## src/rtl/prime_check_seq.sv

```systemverilog
// Sequential primality checker: trial division with a bit-serial restoring
// remainder unit, early exit on the first divisor, valid/ready on both sides.
module prime_check_seq #(
  parameter int WIDTH     = 16,
  parameter bit SKIP_EVEN = 1'b1
) (
  input  logic             clk,
  input  logic             rst,
  input  logic             in_valid,
  output logic             in_ready,
  input  logic [WIDTH-1:0] in_data,
  output logic             out_valid,
  input  logic             out_ready,
  output logic             out_prime,
  output logic [WIDTH-1:0] out_factor,
  output logic             busy
);

  localparam int KW = $clog2(WIDTH);

  typedef enum logic [2:0] {IDLE, SCREEN, TEST, DIV, DONE} state_t;

  state_t           state, state_next;
  logic [WIDTH-1:0] n_q, n_next;
  logic [WIDTH-1:0] d_q, d_next;
  logic [WIDTH-1:0] factor_q, factor_next;
  logic [WIDTH:0]   rem_q, rem_next;
  logic [WIDTH:0]   rem_shift, rem_div;
  logic [KW-1:0]    k_q, k_next;
  logic             prime_q, prime_next;
  logic [2*WIDTH-1:0] d_sq;

  assign in_ready   = (state == IDLE);
  assign busy       = (state != IDLE);
  assign out_valid  = (state == DONE);
  assign out_prime  = prime_q;
  assign out_factor = factor_q;

  // rem < d always holds between steps, so its top bit is zero before the shift
  always_comb begin
    d_sq      = {{WIDTH{1'b0}}, d_q} * {{WIDTH{1'b0}}, d_q};
    rem_shift = {rem_q[WIDTH-1:0], n_q[k_q]};
    rem_div   = (rem_shift >= {1'b0, d_q}) ? rem_shift - {1'b0, d_q} : rem_shift;
  end

  always_comb begin
    state_next  = state;
    n_next      = n_q;
    d_next      = d_q;
    rem_next    = rem_q;
    k_next      = k_q;
    prime_next  = prime_q;
    factor_next = factor_q;
    case (state)
      IDLE: begin
        if (in_valid) begin
          n_next      = in_data;
          d_next      = WIDTH'(2);
          prime_next  = 1'b0;
          factor_next = '0;
          state_next  = SCREEN;
        end
      end
      SCREEN: begin
        if (n_q < WIDTH'(2)) begin
          prime_next = 1'b0;
          state_next = DONE;
        end else if (n_q < WIDTH'(4)) begin
          prime_next = 1'b1;
          state_next = DONE;
        end else begin
          state_next = TEST;
        end
      end
      TEST: begin
        if (d_sq > {{WIDTH{1'b0}}, n_q}) begin
          prime_next  = 1'b1;
          factor_next = '0;
          state_next  = DONE;
        end else begin
          rem_next   = '0;
          k_next     = KW'(WIDTH - 1);
          state_next = DIV;
        end
      end
      DIV: begin
        rem_next = rem_div;
        k_next   = k_q - 1'b1;
        if (k_q == '0) begin
          if (rem_div == '0) begin
            prime_next  = 1'b0;
            factor_next = d_q;
            state_next  = DONE;
          end else begin
            if (SKIP_EVEN)
              d_next = (d_q == WIDTH'(2)) ? WIDTH'(3) : d_q + WIDTH'(2);
            else
              d_next = d_q + WIDTH'(1);
            state_next = TEST;
          end
        end
      end
      DONE: begin
        if (out_ready) state_next = IDLE;
      end
      default: state_next = IDLE;
    endcase
  end

  always_ff @(posedge clk or posedge rst) begin
    if (rst) state <= IDLE;
    else     state <= state_next;
  end

  always_ff @(posedge clk or posedge rst) begin
    if (rst) begin
      n_q      <= '0;
      d_q      <= '0;
      rem_q    <= '0;
      k_q      <= '0;
      prime_q  <= 1'b0;
      factor_q <= '0;
    end else begin
      n_q      <= n_next;
      d_q      <= d_next;
      rem_q    <= rem_next;
      k_q      <= k_next;
      prime_q  <= prime_next;
      factor_q <= factor_next;
    end
  end

endmodule
```

## config.mk

```make
export PLATFORM = sky130hd
export DESIGN_NAME = prime_check_seq
export DESIGN_NICKNAME = d
export VERILOG_FILES = /design/src/rtl/prime_check_seq.sv
export SDC_FILE = /design/constraint.sdc
export NUM_CORES = 1
export LEC_CHECK = 0
export CAP_MARGIN = 10
export CELL_PAD_IN_SITES_DETAIL_PLACEMENT = 1
export CELL_PAD_IN_SITES_GLOBAL_PLACEMENT = 2
export CORE_ASPECT_RATIO = 1.4
export CORE_MARGIN = 1
export CORE_UTILIZATION = 40
export DETAILED_ROUTE_END_ITERATION = 10
export PLACE_DENSITY_LB_ADDON = 0.1
export RECOVER_POWER = 50
export SETUP_SLACK_MARGIN = 0.1
export SLEW_MARGIN = 20
export SYNTH_ARGS = -nofsm -noshare
export SYNTH_HDL_FRONTEND = slang
export SYNTH_SLANG_ARGS = --single-unit
```

## constraint.sdc

```tcl
create_clock -name clk -period 10.5 [get_ports clk]
set_input_delay 2.1 -clock clk [delete_from_list [all_inputs] [get_ports clk]]
set_output_delay 2.1 -clock clk [all_outputs]
set_load 0.05 [all_outputs]
```

==> key figures, run 1 <==
Outcome
  – Status: finished, violations left
  – Failing checks: DRC, capacitance limit, slew limit

Power and ir drop
  – Total chip power: 1910 uW
  – Static leakage: 0.00701 uW
  – Pwr Density: 140 nW/um^2
  – Max IR drop VDD: 88.6 uV

Critical path
  – CP peak stage delay: 870 ps
  – Worst path required time: 10740 ps
  – Worst Path Arrival: 9450 ps
  – Crit Path Class: flip-flop to flip-flop
  – CP max-delay cell: dfrtp_1
  – Crit-path max FO: 18
  – Setup crit start kind: flip-flop
  – Worst path bufs/invs: 6
  – CP endpoint kind: flip-flop
  – Top cell family by delay on the critical path: adder cells
  – Most frequent CP cell: fa_1

Clocking
  – CTS tree: yes
  – CTS clk-pin slew, worst paths: 70 ps
  – Clock Sinks: 72
  – CTS resizes: 0
  – Setup Fix Bufs, Post-CTS: 0
  – Worst skew pair latency: 360 ps
  – Hold_buf cts: 0
  – H-tree levels: 3
  – Root buffer cell: clkbuf_16
  – CTS Buf Count: 9
  – Max Buffers Root-to-Sink: 2

Global route
  – Total GRT Usage: 25.8%
  – Vias in the first global route: 11700
  – Largest net degree at the start of global routing: 61
  – First-pass GRT wire length: 63.2 mm
  – Initial antenna violation count: 1
  – Total gr overflow: 0

Die
  – Die ar.: 32200 sq um
  – Core ar.: 30900 sq um
  – Initial Util: 40.8%
  – IO Count: 40
  – FP Rows: 76
  – Die width: 152 um
  – Die Height: 212 um

Synth
  – Mapped Nets: 1791
  – Synth warn: 0
  – Number of synthesized flops with an enable pin: 0
  – Commonest cells post-synth: 286 x inv_1, 164 x fa_1, 150 x nand2_1
  – Syn Area/Cell: 8.58 sq um
  – Synth Flop Type: dfrtp_1
  – Most numerous cell in the Yosys netlist: inv_1
  – Yosys top cell by area: fa_1
  – Synth top area cells: fa_1 26%, dfrtp_1 14%, ha_1 14%
  – Sequential element share of the synthesized area: 14.3%
  – Post-synthesis cell count: 1469
  – Synth top area share: 26.0%
  – Synth async-reset ratio: 100%
  – FF+latch count, synth: 72
  – Synthesized area: 12600 sq um
  – Post-synth cell types: 77

Detailed routing
  – DR pass1 iterations: 8
  – Total wire length: 39.5 mm
  – Initial DRC Count: 366
  – Vias: 10400
  – Final ANT Viol Nets: 0
  – Post-route DRC: 10
  – Drt via density: 5.57
  – Post-DR wirelength/cell: 21.2 um

Placement
  – Worst slack, placed: 1310 ps
  – IO buf count: 39
  – Detailed placement HPWL: 32.5 mm
  – GPL Wtd Cong: 0.843
  – Post-DP Area: 13300 sq um

STA
  – Slew Limit Fails: 61
  – Worst-margin pin slew: 3510 ps
  – Crit share post-route: 87.7%
  – Slew headroom: -134%
  – Setup TNS: 0 ps
  – Min cycle time layout: 9210 ps
  – RSZ-0062 raised after global routing: false
  – Post-Route Skew: 10.4 ps
  – Setup violators final: 0
  – Final setup margin: 1290 ps
  – Max Freq: 109 MHz
  – Final Hold Viols: 0

Finish
  – Area grow syn2layout: 7.98%
  – Nets: 1791
  – Layout cells sized above 1: 3.19%
  – Layout Utilization: 44.1%
  – Ant. Diodes: 0
  – Post-Layout Inst Area: 13600 sq um

Run
  – Max-cap violations: 1

Hold path
  – Worst hold path class: flip-flop to flip-flop
[flip-flops by register name (all words and copies together), names as in the netlist]
name,flops
n_q,16
out_prime,1
d_q,16
state,3
k_q,4
out_factor,16
rem_q,16
[placed cells by master (no fill, tap or decap), types with 18 or more instances in the layout]
cell type,n
inv_1,286
fa_1,164
nand2_1,150
ha_1,138
nor2_1,111
dfrtp_1,72
o21ai_0,62
a21oi_1,56
clkdlybuf4s50_1,37
mux2i_1,32
xnor2_1,23
nor3_1,21
nand3_1,20
a21o_1,18
[metrics by stage]
step,std cells,hold WS [ps]
floorplan,1469,478
global placement,1848,497
detailed placement,1848,510
CTS,1864,523
global route,1864,543
finish,1864,523
[area by class of cell]
cell class                 instances  area, sq um
multi-input combinational       1045         9460
sequential                        72         1800
clock inverter                     6         72.6
clock buffer                      10          239
fill                            3703        17300
inverter                         293         1100
tap                              390          488
timing repair buffer              48          450
[per-layer routing]
| metal | wire length, um | global-route usage [%] | up-vias |
|---|---|---|---|
| li1 | - | - | 4849 |
| met1 | 14700 | 27.1 | 5300 |
| met2 | 22400 | 51.8 | 156 |
| met3 | 888 | 2.57 | 78 |
| met4 | 1490 | 11.0 | 2 |
| met5 | 13 | 0 | - |
[power breakdown]
part	switching [uW]	internal, uW
registers	116	351
logic	663	445
clock network	137	194
[cells by family after synthesis]
kind of cell | after synthesis | synth area share [%]
adders and majority gates | 302 | 39.7
AOI/OAI and AO/OA | 272 | 14.5
DFF | 72 | 14.3
and+or+nand+nor | 388 | 14.1
xor gates and xnor gates | 39 | 2.71
muxes | 44 | 4.06
buffers and inverters | 352 | 10.7
[path summary, 6_finish.rpt]
check | start | end | slack [ps] | cells past startpoint
max | d_q[7] | rem_q[0] | 1290 | 27
min | out_factor[13] | out_factor[13] | 520 | 1
max reg2reg | d_q[7] | rem_q[0] | 1290 | 27
min reg2reg | out_factor[13] | out_factor[13] | 520 | 1
max in group asynchronous | rst | d_q[2] | 4580 | 3
min in group asynchronous | rst | n_q[13] | 2200 | 2
Power figures use the tool's default switching activity.
==> inputs of run 2 (changes only) <==
--- a/config.mk
+++ b/config.mk
@@ -12,7 +12,7 @@
 export CORE_MARGIN = 1
 export CORE_UTILIZATION = 40
 export DETAILED_ROUTE_END_ITERATION = 10
-export PLACE_DENSITY_LB_ADDON = 0.1
+export PLACE_DENSITY_LB_ADDON = 0.2
 export RECOVER_POWER = 50
 export SETUP_SLACK_MARGIN = 0.1
 export SLEW_MARGIN = 20
==> key figures, run 2 (synthesis results as in run 1) <==
Finish
  – Nets: 1790 (-0.056%)
  – Commonest cells after routing, fill and taps aside: 286 x inv_1, 164 x fa_1, 150 x nand2_1
  – Layout cells sized above 1: 3.19% (about the same)
  – Area grow syn2layout: 7.75%
  – Ant. Diodes: 0 (unchanged)
  – FILL cells: 3657 (-1.2%)
  – Layout Utilization: 44.0% (-0.093 points)
  – Most common cell after layout, fill and taps aside: inv_1

Global route
  – M1 GR Usage: 28.2% (+1.1 points)
  – Met3 GRT Util: 2.10% (-0.47 points)
  – Largest net degree at the start of global routing: 65 (+6.6%)
  – Busiest grt layer: met2
  – Total gr overflow: 0 (unchanged)
  – First-pass GRT wire length: 62.3 mm (-1.4%)
  – Vias in the first global route: 11500 (-2.4%)
  – Grt met2 use: 50.0% (-1.8 points)
  – Initial antenna violation count: 0 (-1)
  – Total GRT Usage: 25.5% (-0.31 points)

STA
  – Worst-margin pin slew: 3670 ps (+166 ps)
  – RSZ-0062 raised after global routing: false
  – Setup violators final: 0 (unchanged)
  – Setup TNS: 0 ps (unchanged)
  – Min cycle time layout: 9070 ps (-139 ps)
  – Final Hold Viols: 0 (unchanged)
  – Post-Route Skew: 10.4 ps (+0.0279 ps)
  – Max Freq: 110 MHz (+1.5%)
  – Final setup margin: 1430 ps (+139 ps)
  – Slew headroom: -145% (-11 points)
  – Crit share post-route: 86.4% (-1.3 points)
  – Slew Limit Fails: 98 (+61%)

Clocking
  – CTS clk-pin slew, worst paths: 70 ps (about the same)
  – Max Buffers Root-to-Sink: 2 (unchanged)
  – Hold_buf cts: 0 (unchanged)
  – Root buffer cell: clkbuf_16
  – H-tree levels: 3 (unchanged)
  – Setup Fix Bufs, Post-CTS: 0 (unchanged)
  – CTS tree: yes
  – Clock Sinks: 72 (unchanged)
  – CTS Buf Count: 9 (unchanged)
  – CTS resizes: 0 (unchanged)
  – Worst skew pair latency: 370 ps (about the same)

Detailed routing
  – Vias: 10400 (+0.23%)
  – DR pass1 iterations: 8 (unchanged)
  – Post-DR wirelength/cell: 20.8 um (-1.7%)
  – Final ANT Viol Nets: 0 (unchanged)
  – Drt via density: 5.59 (+0.28%)
  – Post-route DRC: 4 (-6)
  – Total wire length: 38.8 mm (-1.7%)
  – Initial DRC Count: 337 (-7.9%)

Die
  – Core ar.: 30900 sq um (unchanged)
  – Die Height: 212 um (unchanged)
  – Die ar.: 32200 sq um (unchanged)
  – Die width: 152 um (unchanged)
  – Initial Util: 40.8% (unchanged)
  – IO Count: 40 (unchanged)
  – FP Rows: 76 (unchanged)

Critical path
  – Crit Path Class: flip-flop to flip-flop
  – Reg2reg setup slack: 1430 ps (+140 ps)
  – Worst r2r dst: rem_q[2]
  – Setup crit start kind: flip-flop
  – CP max-delay cell: dfrtp_1
  – Most frequent CP cell: fa_1
  – R2r worst-path depth: 28 (+3.7%)
  – CP endpoint kind: flip-flop
  – R2R Path Start: d_q[7]
  – CP peak stage delay: 850 ps (-20 ps)
  – Worst Path Arrival: 9320 ps (-130 ps)
  – Crit-path max FO: 18 (unchanged)
  – Worst path required time: 10750 ps (about the same)

Placement
  – IO buf count: 39 (unchanged)
  – GPL Wtd Cong: 0.897 (+6.4%)
  – Detailed placement HPWL: 31.9 mm (-1.8%)
  – Worst slack, placed: 1410 ps (+102 ps)

Power and ir drop
  – Static leakage: 0.00699 uW (-0.23%)
  – Total chip power: 1880 uW (-1.3%)
  – Comb power frac: 58.7% (+0.6 points)
  – Reg power frac: 24.9% (+0.4 points)
  – Int Pwr: 960 uW (-3.1%)
  – Pwr Density: 139 nW/um^2 (-1.1%)
  – Max IR drop VDD: 103 uV (+16%)
  – Switching Share: 49.0% (+0.93 points)
  – Net Switching: 922 uW (+0.63%)
  – Clock share of power: 16.3% (-1.0 points)

Hold path
  – Hold Crit Endpoint: out_factor[15]
  – Hold wc startpoint: out_factor[15]
  – Worst hold path class: flip-flop to flip-flop
  – Worst hold stages: 1 (unchanged)

Outcome
  – Status: finished, violations left
  – Failing checks: DRC, capacitance limit, slew limit

Run
  – Max-cap violations: 2 (+1)
-- run 2: layout make-up --
class / instances / area, sq um / share of cell area, %
Tap cell: 390 / 488 / 3.59
Clock inverter: 7 / 61.3 / 0.451
Clock buffer: 9 / 225 / 1.66
Inverter: 293 / 1100 / 8.09
Multi-Input combinational cell: 1045 / 9460 / 69.7
Sequential cell: 72 / 1800 / 13.3
Timing Repair Buffer: 47 / 447 / 3.29
-- run 2: power by group through the flow --
stage,clock (uW),combinational [uW],sequential [uW]
floorplan,0,829,440
global placement,0,1080,470
detailed placement,0,1110,473
CTS,314,1120,468
global route,324,1230,481
finish,308,1110,469
-- run 2: metal layers --
layer,vias up,routed length [um]
met3,71,795
met2,160,21700
met1,5335,15000
li1,4843,-
met5,-,0
met4,0,1360
-- run 2: how the worst max path moves through the flow --
stage / from / to / slack, ps / cells past startpoint
after CTS: d_q[8] / rem_q[2] / 1370 / 28
after detailed placement: d_q[8] / rem_q[2] / 1410 / 28
after global routing: d_q[7] / rem_q[2] / 870 / 28
final: d_q[7] / rem_q[2] / 1430 / 28
after floorplan: d_q[4] / rem_q[0] / 3100 / 29
after global placement: d_q[7] / rem_q[1] / 1610 / 28
-- run 2: metrics by stage --
stage / hold WS, ps / area (sq um) / instances
floorplan: 478 / 12600 / 1469
global placement: 470 / 13300 / 1847
detailed placement: 482 / 13300 / 1847
CTS: 495 / 13600 / 1863
global route: 515 / 13600 / 1863
finish: 493 / 13600 / 1863
-- run 2: worst max-delay path: cells and delay by family, from the launching register on --
kind / cells / cell delay (ps)
XOR/XNOR: 1 / 220
AO/OA/AOI/OAI: 7 / 1580
flip-flops: 1 / 850
adder cells (fa/ha/maj): 8 / 3590
AND/OR/NAND/NOR: 6 / 1430
buffers and inverters: 6 / 1280
